$ cat src/rtl/coffee_disp_pkg.sv
// coffee_disp_pkg: character codes, message texts and shared constants for the front-panel display
package coffee_disp_pkg;
  typedef logic [4:0] char_t;
  localparam char_t CH_0 = 5'd0, CH_1 = 5'd1, CH_2 = 5'd2, CH_3 = 5'd3, CH_4 = 5'd4;
  localparam char_t CH_5 = 5'd5, CH_6 = 5'd6, CH_7 = 5'd7, CH_8 = 5'd8, CH_9 = 5'd9;
  localparam char_t CH_C = 5'd10, CH_E = 5'd11, CH_L = 5'd12, CH_P = 5'd13, CH_R = 5'd14;
  localparam char_t CH_S = 5'd15, CH_N = 5'd16, CH_D = 5'd17, CH_I = 5'd18, CH_BLANK = 5'd31;
  localparam int MAX_MSGS = 16;
  localparam int MAX_DIGITS = 8;
  localparam int MSG_IDLE = 8;
  localparam logic [6:0] SEG_BLANK = 7'h00;
  localparam char_t MSG_TEXT [MAX_MSGS][MAX_DIGITS] = '{
    '{CH_C, CH_E, CH_0, CH_1, CH_BLANK, CH_BLANK, CH_BLANK, CH_BLANK},
    '{CH_C, CH_L, CH_0, CH_2, CH_BLANK, CH_BLANK, CH_BLANK, CH_BLANK},
    '{CH_C, CH_C, CH_0, CH_5, CH_BLANK, CH_BLANK, CH_BLANK, CH_BLANK},
    '{CH_C, CH_P, CH_1, CH_0, CH_BLANK, CH_BLANK, CH_BLANK, CH_BLANK},
    '{CH_E, CH_R, CH_S, CH_R, CH_BLANK, CH_BLANK, CH_BLANK, CH_BLANK},
    '{CH_E, CH_R, CH_S, CH_P, CH_BLANK, CH_BLANK, CH_BLANK, CH_BLANK},
    '{CH_E, CH_R, CH_S, CH_N, CH_BLANK, CH_BLANK, CH_BLANK, CH_BLANK},
    '{CH_E, CH_R, CH_D, CH_I, CH_BLANK, CH_BLANK, CH_BLANK, CH_BLANK},
    '{default: CH_BLANK}, '{default: CH_BLANK}, '{default: CH_BLANK}, '{default: CH_BLANK},
    '{default: CH_BLANK}, '{default: CH_BLANK}, '{default: CH_BLANK}, '{default: CH_BLANK}
  };
endpackage

$ cat src/rtl/seg_glyph_rom.sv
// seg_glyph_rom: character code to {g,f,e,d,c,b,a} segment pattern, unknown codes are blank
module seg_glyph_rom
  import coffee_disp_pkg::*;
(
  input  char_t      ch,
  output logic [6:0] seg
);
  always_comb begin
    case (ch)
      CH_0: seg = 7'h3F;
      CH_1: seg = 7'h06;
      CH_2: seg = 7'h5B;
      CH_3: seg = 7'h4F;
      CH_4: seg = 7'h66;
      CH_5: seg = 7'h6D;
      CH_6: seg = 7'h7D;
      CH_7: seg = 7'h07;
      CH_8: seg = 7'h7F;
      CH_9: seg = 7'h6F;
      CH_C: seg = 7'h39;
      CH_E: seg = 7'h79;
      CH_L: seg = 7'h38;
      CH_P: seg = 7'h73;
      CH_R: seg = 7'h50;
      CH_S: seg = 7'h6D;
      CH_N: seg = 7'h54;
      CH_D: seg = 7'h5E;
      CH_I: seg = 7'h30;
      default: seg = SEG_BLANK;
    endcase
  end
endmodule

$ cat src/rtl/display_scan_ctrl.sv
// display_scan_ctrl: multiplexed 7-segment scan with priority messages, frame-synchronous
// switching, error blinking and a blank gap at the start of every digit slot
module display_scan_ctrl
  import coffee_disp_pkg::*;
#(
  parameter int NUM_DIGITS   = 4,
  parameter int NUM_MSGS     = MSG_IDLE,
  parameter int PRESCALE     = 50000,
  parameter int BLANK_CYCLES = 500,
  parameter int BLINK_FRAMES = 64,
  parameter logic [NUM_MSGS-1:0] BLINK_MASK = NUM_MSGS'(8'hF0),
  localparam int AW = $clog2(NUM_MSGS + 1)
) (
  input  logic                  clk,
  input  logic                  rst_n,
  input  logic [NUM_MSGS-1:0]   msg_req,
  input  logic                  dp_in,
  output logic [6:0]            seg,
  output logic                  dp,
  output logic [NUM_DIGITS-1:0] dig,
  output logic [AW-1:0]         active_msg,
  output logic                  frame_tick
);
  localparam int DW = NUM_DIGITS > 1 ? $clog2(NUM_DIGITS) : 1;
  localparam int PW = $clog2(PRESCALE);
  localparam int BW = BLINK_FRAMES > 1 ? $clog2(BLINK_FRAMES) : 1;
  localparam logic [AW-1:0] IDLE = AW'(NUM_MSGS);
  logic [PW-1:0] pre;
  logic [DW-1:0] idx;
  logic [BW-1:0] bcnt;
  logic          phase_on;
  logic [AW-1:0] sel;
  logic          tc, wrap, lit, dark, idle;
  logic [15:0]   mask;
  char_t         ch;
  logic [6:0]    glyph;
  always_comb begin
    sel = IDLE;
    for (int i = 0; i < NUM_MSGS; i++) sel = msg_req[i] ? AW'(i) : sel;
  end
  assign tc   = pre == PW'(PRESCALE - 1);
  assign wrap = tc && idx == DW'(NUM_DIGITS - 1);
  assign lit  = pre >= PW'(BLANK_CYCLES);
  assign idle = active_msg == IDLE;
  assign mask = 16'(BLINK_MASK);
  assign dark = !idle && mask[4'(active_msg)] && !phase_on;
  assign ch   = idle ? CH_BLANK : MSG_TEXT[4'(active_msg)][3'(idx)];
  seg_glyph_rom u_rom (.ch(ch), .seg(glyph));
  always_ff @(posedge clk or negedge rst_n) begin
    if (!rst_n) begin
      pre        <= '0;
      idx        <= '0;
      bcnt       <= '0;
      phase_on   <= 1'b1;
      active_msg <= IDLE;
      frame_tick <= 1'b0;
      dig        <= '0;
      seg        <= SEG_BLANK;
      dp         <= 1'b0;
    end else begin
      pre        <= tc ? '0 : pre + 1'b1;
      frame_tick <= wrap;
      if (tc) idx <= idx == DW'(NUM_DIGITS - 1) ? '0 : idx + 1'b1;
      // a message change restarts the blink so a new error is visible at once
      if (wrap) begin
        if (sel != active_msg) begin
          active_msg <= sel;
          bcnt       <= '0;
          phase_on   <= 1'b1;
        end else if (bcnt == BW'(BLINK_FRAMES - 1)) begin
          bcnt     <= '0;
          phase_on <= ~phase_on;
        end else begin
          bcnt <= bcnt + 1'b1;
        end
      end
      dig <= lit ? NUM_DIGITS'(1) << idx : '0;
      seg <= lit && !dark ? glyph : SEG_BLANK;
      dp  <= lit && !dark && (dp_in || idle);
    end
  end
endmodule

$ cat config.mk
export PLATFORM = sky130hd
export DESIGN_NAME = display_scan_ctrl
export DESIGN_NICKNAME = d
export VERILOG_FILES = /design/src/rtl/coffee_disp_pkg.sv /design/src/rtl/seg_glyph_rom.sv /design/src/rtl/display_scan_ctrl.sv
export SDC_FILE = /design/constraint.sdc
export NUM_CORES = 1
export LEC_CHECK = 0
export CAP_MARGIN = 20
export CORE_MARGIN = 2
export CORE_UTILIZATION = 53
export CTS_BUF_LIST = sky130_fd_sc_hd__clkbuf_4
export DETAILED_ROUTE_END_ITERATION = 10
export GPL_ROUTABILITY_DRIVEN = 1
export PLACE_DENSITY = 0.86
export SYNTH_ARGS = -nofsm -noshare
export SYNTH_HDL_FRONTEND = slang
export SYNTH_SLANG_ARGS = --single-unit
$ cat constraint.sdc
create_clock -name clk -period 2.31 [get_ports clk]
set_input_delay 0.462 -clock clk [delete_from_list [all_inputs] [get_ports clk]]
set_output_delay 0.462 -clock clk [all_outputs]
set_load 0.03 [all_outputs]
==> flow_summary.ini, run 1 <==
[setup_path]
regToRegSetupSlack_ps = 20
r2r_end = seg[3]
worst_ep_required_time_ps = 2590
r2r-start = active_msg[0]
endpoint_kind = flop
critPathKind = reg2reg
r2r_cells = 9
startpoint_type = flop
arrival_ps = 2570
cp-endpoint = seg[3]
cp-startpoint = active_msg[0]
cp_max_fo = 6

[drt]
avgRoutedWirePerCell_um = 14.5
via_count = 2241
drtAntennaViolNets = 0
wl_met1_mm = 2.50
drt_iter0_markers = 195
drt_first_pass_iters = 5
wl_mm = 5.57
drc_errors = 0
top_layer = met4
wl_met2_mm = 2.67
viasPerCell = 5.85
routed-wl-met3_um = 296

[timing]
timing.max_slew.rel_slack_pct = 41.5
period_share_pct = 99.2
max_slew.worst_pin.slew_ps = 870
skew_ps = 12.0
slew_viol_final = 0
final.min_clock_period_ps = 2290
finalHoldViolations = 0
whs_ps = 492
finalSetupViolations = 0
max_freq_mhz = 436
rsz0062_at_grt = true
tns_ps = 0
worst_slack_ps = 19.0

[die]
die_x_um = 73.7
rows = 25
initial_core_util_pct = 54.9
core_mm2 = 0.00469
dieArea_mm2 = 0.00543
ios = 28
die_h_um = 73.7

[layout]
fill_cells = 359
nets = 357
final_area_mm2 = 0.00328
antennaDiodeCount = 0
drive_above_1_share_pct = 21.9
area_delta_synth_final_pct = 27.3

[global_route]
grt_usage_pct = 22.0
grt_max_degree = 16
grt_pass1_vias = 2024
antenna_found_initial = 0
grt.overflow.total = 0
grt_pass1_wl_mm = 9.38

[min_path]
hold_class = in2async

[clock_network]
clk_pin_slew_ps = 130
clockBufferDepth = 2
tritoncts = built
numCtsBuffers = 5
insertion_delay_ps = 350
cts_root_buffer = clkbuf_4
cts_sinks = 42
htreeDepth = 2

[placed_design]
hpwl_mm = 3.97
port-buffer-count = 27
place_area_mm2 = 0.00313
pre_cts_slack_ps = -205
gp_congestion = 0.855

[power_and_ir_drop]
power.density_mw_per_mm2 = 361
seqPwrFrac_pct = 62.1
power.switching_uw = 281
p_clk_share_pct = 31.8
pwr-share-comb_pct = 6.1
leakage_uw = 0.00148
switching_share_pct = 23.7
peakVddDrop_uv = 223
p_int_uw = 903

[synthesis]
syn-num-nets = 297
synth-edff-count = 0
ys_types = 64
ys_ff_latch = 42
netlist_area_mm2 = 0.00257
avgSynthCellArea_um2 = 9.60
syn_inst = 268
async_reset_ff_share_pct = 100
synth_flop_cell = dfrtp_1
seq_area_frac_synth_pct = 40.9
ys.warnings.count = 0

[job]
maxCapViolCount = 0

[run_status]
status = finished clean
## cell families (layout without fill, tap and decap cells)
family / count (synthesis) / after routing / share of synthesized area, %
buffers and inverters: 25 / 86 / 3.99
multiplexers: 5 / 5 / 2.14
adder cells (fa/ha/maj): 18 / 18 / 8.75
XOR/XNOR: 15 / 15 / 5.10
AO/OA/AOI/OAI: 60 / 60 / 17.4
AND/OR/NAND/NOR: 103 / 103 / 21.7
flip-flops: 42 / 42 / 40.9
## metrics by stage
| step | util [%] | total power, µW | instances |
|---|---|---|---|
| after floorplan | - | 768 | 268 |
| after global placement | 66.7 | 819 | 368 |
| after detailed placement | 66.7 | 821 | 368 |
| after CTS | 68.6 | 1190 | 379 |
| after global routing | 69.8 | 1240 | 383 |
| final | 69.8 | 1180 | 383 |
## critical path, stage by stage (launching register included)
cell      delay, ps
dfrtp_2         470
inv_2           100
ha_4            220
o21bai_1        120
a21oi_1          90
o21bai_2        250
ha_4            250
mux2_4          290
a221o_1         300
a21oi_1         150
## per-layer routing
metal,global-route usage [%],vias to the layer above
li1,-,1090
met1,30.0,1065
met2,34.0,74
met3,5.35,12
met4,7.68,0
met5,0,-
## what timing repair did
item | CTS | global route
setup endpoints to repair | 1 | 6
setup buffers | 2 | 4
hold endpoints to repair | 12 | 0
pin swaps | 0 | 9
resized for setup | 1 | 8
hold buffers | 1 | 0
## cells in the final DEF (no fill, tap or decap), types with 4 or more instances in the layout
cell and n:
or4_1 4, nor3_1 7, a21oi_1 14, a31oi_1 4, dfrtp_1 37, nor2_1 22
clkbuf_4 6, ha_1 16, nand3_1 18, o21ai_0 7, and3_1 6, nand2b_1 5
and2_1 5, nand2_1 15, inv_1 13, clkdlybuf4s50_1 25, xnor2_1 8, buf_4 31
xor2_1 7
## power by group through the flow
stage          clock, µW  combinational, µW  sequential [µW]
5_1_grt              420               81.8              736
6_report             376               72.4              735
2_1_floorplan          0               18.6              749
3_3_place_gp           0               70.0              749
4_1_cts              385               73.5              735
3_5_place_dp           0               72.2              749
## flip-flops by register name, indices dropped and copies added (netlist names)
| name | flops |
|---|---|
| phase_on | 1 |
| dig | 4 |
| pre | 16 |
| bcnt | 6 |
| dp | 1 |
| seg | 7 |
| frame_tick | 1 |
| active_msg | 4 |
| idx | 2 |
## worst min-delay path by stage
stage | startpoint | end | depth (start not counted) | slack (ps)
6_report | rst_n | pre[11] | 2 | 490
5_1_grt | rst_n | pre[11] | 2 | 510
4_1_cts | rst_n | pre[11] | 2 | 490
3_5_place_dp | rst_n | pre[11] | 1 | 350
3_3_place_gp | rst_n | pre[11] | 1 | 360
2_1_floorplan | rst_n | active_msg[0] | 0 | 170
## synthesized netlist by cell type, types with 2 or more instances
library cell	number	area (µm²)
and3_1	6	37.5
xor2_1	7	61.3
and2_1	5	31.3
o41ai_1	3	26.3
nand2b_1	5	31.3
a22o_1	3	26.3
buf_2	4	20.0
nor4bb_1	2	20.0
inv_1	16	60.1
nand3_1	18	90.1
a211oi_1	2	15.0
nand4_1	2	12.5
o21ai_0	7	35.0
mux2_1	2	22.5
nand2_1	15	56.3
xnor2_1	8	70.1
nor2_1	23	86.3
mux2_2	2	22.5
nor2b_1	3	18.8
a21oi_1	14	70.1
ha_1	18	225
or4_1	4	30.0
a221o_1	2	20.0
dfrtp_1	40	1000
o31ai_1	3	22.5
o21bai_1	2	15.0
and4_1	2	17.5
a31oi_1	5	31.3
nor3_1	7	35.0
clkbuf_1	3	11.3
dfstp_2	2	52.6
## final cells by class
cell class	instances	area [µm²]	share of cell area (%)
flip-flops and latches	42	1060	32.3
well taps	54	67.6	2.06
clock inverters	2	13.8	0.420
clock buffers	6	45.0	1.38
repair buffers	61	526	16.0
multi-input cells	201	1500	45.8
inverters	17	66.3	2.02
Note: power is estimated with default switching activity, not from simulation.
==> run 2, diff against run 1 <==
--- a/config.mk
+++ b/config.mk
@@ -11,7 +11,8 @@
 export CTS_BUF_LIST = sky130_fd_sc_hd__clkbuf_4
 export DETAILED_ROUTE_END_ITERATION = 10
 export GPL_ROUTABILITY_DRIVEN = 1
-export PLACE_DENSITY = 0.86
+export PLACE_DENSITY = 0.85
 export SYNTH_ARGS = -nofsm -noshare
 export SYNTH_HDL_FRONTEND = slang
+export SYNTH_HIERARCHICAL = 1
 export SYNTH_SLANG_ARGS = --single-unit
==> run 2 against run 1 <==
Against the previous run: the flow now finishes with violations (setup timing); via count is 0.22% higher; die area grew 1.7%; worst setup slack worse by 87 ps; clock skew decreased by 2.0 ps; sequential power is 0.5% higher; global-route usage rose by 1.1 points; combinational power rose by 32%; sequential share of layout area fell by 1.3 points; first-iteration DRC count decreased by 18%; routed wire length is 4.3% higher; critical path type unchanged.
==> flow_summary.ini, run 2 <==
[run_status]
status = finished, violations left
violations = setup timing

[synthesis]
ys_types = 61
yosysMostFrequentCell = dfrtp_1
avgSynthCellArea_um2 = 9.53
synth_top_area_share_pct = 38.2
syn_inst = 275
synth_flop_cell = dfrtp_1
async_reset_ff_share_pct = 100
ys_ff_latch = 42
syn-num-nets = 305
synth.area.top_cells = dfrtp_1, ha_1, nor2_1, and2_1, xor2_1
synth-edff-count = 0
netlist_area_mm2 = 0.00262
seq_area_frac_synth_pct = 40.2
ys.warnings.count = 6
yosysTopAreaCell = dfrtp_1
synth_commonest_cells = dfrtp_1, nor2_1, ha_1, nand2_1, nand3_1

[layout]
regMostFlops = pre
final_area_mm2 = 0.00342
top_regs = pre (16), seg (7), bcnt (6)
largest_reg_flops = 16
final_common_cell = dfrtp_1
stdcell_count = 399
layout_common_cells = dfrtp_1, nor2_1, buf_4, clkdlybuf4s50_1, nand2_1
fill_cells = 360
drive_above_1_share_pct = 25.0
nets = 361
antennaDiodeCount = 0
area_delta_synth_final_pct = 30.4

[die]
die_h_um = 74.3
dieArea_mm2 = 0.00552
core_mm2 = 0.00475
die_x_um = 74.3
initial_core_util_pct = 55.1
rows = 25
ios = 28

[placed_design]
place_inst = 385
port-buffer-count = 27
place_area_mm2 = 0.00319
gp_congestion = 0.851
hpwl_mm = 4.02

[setup_path]
startpoint_type = flop
path_delay_family = simple AND/OR/NAND/NOR gates
critPathKind = reg2reg
r2r_end = seg[3]
crit_buf_inv = 2
endpoint_kind = flop
crit_chain = inv_2 > ha_4 > nor2b_4 > a211oi_2 > a31oi_1 > a21oi_1 > or2_4 > inv_6 > ha_4 > and3_4 > o22a_1 > o21ai_1 > and2_1
slowest_stage = dfrtp_2
max_stage_delay_ps = 410
critPathMostFrequentCell = ha_4
cp_max_fo = 4
r2r-start = active_msg[0]
cp.depth = 13
worst_ep_required_time_ps = 2600
r2r_cells = 13
cp-endpoint = seg[3]
arrival_ps = 2660
regToRegSetupSlack_ps = -70
cp-startpoint = active_msg[0]

[timing]
skew_ps = 10.0
period_share_pct = 103
timing.max_slew.rel_slack_pct = 62.6
finalSetupViolations = 2
slew_viol_final = 0
max_freq_mhz = 420
finalHoldViolations = 0
rsz0062_at_grt = true
max_slew.worst_pin.slew_ps = 556
final.min_clock_period_ps = 2380
worst_slack_ps = -68.1

[clock_network]
tritoncts = built
numCtsBuffers = 5
clk_pin_slew_ps = 120
htreeDepth = 2
insertion_delay_ps = 350
cts_sinks = 42
cts_root_buffer = clkbuf_4
cts-hold-fix-buffers = 0
clockBufferDepth = 2

[drt]
wl_mm = 5.81
avgRoutedWirePerCell_um = 14.6
drtAntennaViolNets = 0
drc_errors = 0
drt_iter0_markers = 160
viasPerCell = 5.63
drt_first_pass_iters = 4
via_count = 2246

[global_route]
antenna_found_initial = 0
grt_max_degree = 43
grt_usage_pct = 23.1
grt.overflow.total = 0
grt_pass1_vias = 2185
grt_pass1_wl_mm = 9.89

[power_and_ir_drop]
peakVddDrop_uv = 209
leakage_uw = 0.00148
power.density_mw_per_mm2 = 385

[job]
maxCapViolCount = 0

[min_path]
hold_class = in2async
==> run 2: logic make-up after synthesis <==
kind of cell	count (synthesis)	share of synthesized area, %
simple gates	119	24.9
compound gates	55	15.8
flops	42	40.2
buf+inv	21	3.48
fa+ha+maj	19	9.07
xor+xnor	16	5.35
mux	3	1.24
==> run 2: final cells by class <==
| type | count | area (µm²) | share of cell area, % |
|---|---|---|---|
| Sequential cell | 42 | 1060 | 31.0 |
| Clock buffer | 7 | 52.6 | 1.54 |
| Clock inverter | 1 | 30.0 | 0.879 |
| Multi-Input combinational cell | 212 | 1630 | 47.6 |
| Timing Repair Buffer | 56 | 508 | 14.9 |
| Inverter | 14 | 57.6 | 1.68 |
| Tap cell | 67 | 83.8 | 2.45 |
==> run 2: worst min path at each step <==
stage | endpoint | depth (start not counted)
2_1_floorplan | active_msg[0] | 0
3_3_place_gp | pre[7] | 1
3_5_place_dp | pre[7] | 1
4_1_cts | bcnt[2] | 1
5_1_grt | pre[11] | 2
6_report | pre[11] | 2
==> run 2: where the power goes <==
group | internal, µW | total [µW] | switching (µW)
Combinational | 43.5 | 95.9 | 52.5
Sequential | 736 | 739 | 2.81
Clock | 253 | 482 | 229
Total | 1030 | 1320 | 284
==> run 2: metrics by stage <==
stage / worst slack (ps) / power, µW / TNS [ps] / utilization [%] / hold slack (ps)
2_1_floorplan: -44.2 / 786 / -76.8 / - / 166
3_3_place_gp: -126 / 839 / -492 / 67.1 / 476
3_5_place_dp: -196 / 842 / -1260 / 67.1 / 480
4_1_cts: -69.2 / 1320 / -69.2 / 70.3 / 269
5_1_grt: -140 / 1370 / -622 / 71.9 / 65.1
6_report: -68.1 / 1320 / -92.1 / 71.9 / 73.0
==> run 2: repair_timing <==
action,CTS,global route
buffers inserted,3,2
setup endpoints to repair,6,8
cloned,0,0
pin swaps,5,9
gates resized for setup,11,10
==> run 2: metal layers <==
layer | track usage (%) | vias to the layer above | routed length [µm]
li1 | - | 1093 | -
met1 | 30.1 | 1090 | 2530
met2 | 38.5 | 48 | 2970
met3 | 3.66 | 15 | 198
met4 | 9.52 | 0 | 120
met5 | 0 | - | 0
==> run 3, diff against run 2 <==
--- a/config.mk
+++ b/config.mk
@@ -6,7 +6,7 @@
 export NUM_CORES = 1
 export LEC_CHECK = 0
 export CAP_MARGIN = 20
-export CORE_MARGIN = 2
+export CORE_MARGIN = 5
 export CORE_UTILIZATION = 53
 export CTS_BUF_LIST = sky130_fd_sc_hd__clkbuf_4
 export DETAILED_ROUTE_END_ITERATION = 10
==> run 3 against run 2 <==
Against the previous run: the flow still finishes with violations (setup timing); largest cell class unchanged; highest routed layer unchanged; routed wire length shrank 1.1%; cell area shrank 0.70%; count of clock-buffer cells in the layout is the same; critical endpoint unchanged.
==> flow_summary.ini, run 3 (synthesis gave the netlist of run 2 again) <==
[setup_path]
r2r_end = seg[3]
crit_chain = inv_2 > ha_4 > nor2b_4 > a211oi_2 > a31oi_1 > a21oi_1 > or2_4 > inv_6 > ha_4 > a21oi_4 > o22a_1 > o21ai_1 > and2_1
crit_buf_inv = 2
r2r-start = active_msg[0]
max_stage_delay_ps = 420
r2r_cells = 13
critPathMostFrequentCell = ha_4
critPathKind = reg2reg
cp-startpoint = active_msg[0]
startpoint_type = flop
regToRegSetupSlack_ps = -60
cp_max_fo = 4
endpoint_kind = flop
path_delay_family = compound AO/OA/AOI/OAI gates
arrival_ps = 2630
slowest_stage = dfrtp_2
worst_ep_required_time_ps = 2570

[timing]
period_share_pct = 103
finalHoldViolations = 0
skew_ps = 9.27
max_slew.worst_pin.slew_ps = 766
worst_slack_ps = -65.0
final.min_clock_period_ps = 2370
max_freq_mhz = 421
whs_ps = 156
rsz0062_at_grt = true
slew_viol_final = 0
finalSetupViolations = 4
tns_ps = -134
timing.max_slew.rel_slack_pct = 48.5

[drt]
viasPerCell = 5.73
drt_iter0_markers = 188
drc_errors = 0
avgRoutedWirePerCell_um = 14.4
via_count = 2293
drt_first_pass_iters = 4
wl_mm = 5.75
drtAntennaViolNets = 0

[power_and_ir_drop]
switching_share_pct = 21.8
p_clk_share_pct = 36.9
p_total_uw = 1320
leakage_uw = 0.00149
p_int_uw = 1030
power.switching_uw = 288
pwr-share-comb_pct = 7.2
peakVddDrop_uv = 231
power.density_mw_per_mm2 = 389
seqPwrFrac_pct = 55.9

[global_route]
grt.overflow.total = 0
grt_pass1_vias = 2215
grt_pass1_wl_mm = 9.88
antenna_found_initial = 0
grt_usage_pct = 19.4
grt_max_degree = 34

[die]
die_h_um = 80.3
initial_core_util_pct = 55.1
ios = 28
dieArea_mm2 = 0.00645
rows = 25
core_mm2 = 0.00475
die_x_um = 80.3

[layout]
stdcell_count = 400
area_delta_synth_final_pct = 29.5
drive_above_1_share_pct = 24.0
nets = 362
layout_common_cells = dfrtp_1, nor2_1, buf_4, clkdlybuf4s50_1, nand2_1
top_regs = pre (16), seg (7), bcnt (6)
largest_reg_flops = 16
final_common_cell = dfrtp_1
regMostFlops = pre
antennaDiodeCount = 0

[clock_network]
numCtsBuffers = 5
cts_root_buffer = clkbuf_4
htreeDepth = 2
cts_sinks = 42
clk_pin_slew_ps = 120
insertion_delay_ps = 350
tritoncts = built
clockBufferDepth = 2

[min_path]
hold_class = in2async

[placed_design]
place_inst = 385
gp_congestion = 0.900
hpwl_mm = 4.11
port-buffer-count = 27

[run_status]
status = finished, violations left
violations = setup timing

[job]
maxCapViolCount = 0
[run 3: metal layers]
metal,global-route usage (%),vias up,wire length [µm]
li1,-,1092,-
met1,23.7,1123,2460
met2,33.3,66,2910
met3,3.25,12,252
met4,8.95,0,129
met5,0,-,0
[run 3: worst max-delay path by stage]
stage / slack, ps / to / depth (start not counted)
after detailed placement: -160 / active_msg[2] / 6
after global routing: -210 / seg[4] / 11
after floorplan: -40 / seg[4] / 13
final: -60 / seg[3] / 13
after CTS: -70 / seg[3] / 13
after global placement: -120 / active_msg[2] / 6
[run 3: cell type report]
class | instances | area, µm²
inverters | 14 | 57.6
multi-input cells | 212 | 1610
fillers | 373 | 1360
flip-flops and latches | 42 | 1060
well taps | 67 | 83.8
repair buffers | 57 | 507
clock inverters | 1 | 30.0
clock buffers | 7 | 52.6
[run 3: per-stage QoR]
stage	util, %	instance area [µm²]	worst slack, ps
2_1_floorplan	-	2700	-44.2
3_3_place_gp	67.1	3190	-119
3_5_place_dp	67.1	3190	-164
4_1_cts	70.1	3330	-71.8
5_1_grt	71.4	3390	-206
6_report	71.4	3390	-65.0
[run 3: worst reg2reg max path, cell delays in order, from the launching register on]
cell      delay, ps
dfrtp_2         420
inv_2            70
ha_4            270
nor2b_4         140
a211oi_2         40
a31oi_1         170
a21oi_1         100
or2_4           280
inv_6            80
ha_4            200
a21oi_4         140
o22a_1          180
o21ai_1          60
and2_1          150
[run 3: power groups by stage]
stage	Clock, µW	Sequential (µW)	Combinational, µW
2_1_floorplan	0	752	34.0
3_3_place_gp	0	752	90.9
3_5_place_dp	0	752	93.8
4_1_cts	500	738	95.2
5_1_grt	530	738	107
6_report	487	738	95.1
[run 3: timing repair]
| item | in CTS | in global routing |
|---|---|---|
| setup endpoints to repair | 6 | 7 |
| setup buffers | 4 | 3 |
| resized for setup | 6 | 10 |
| hold buffers | 0 | 0 |
| pin swaps | 2 | 9 |
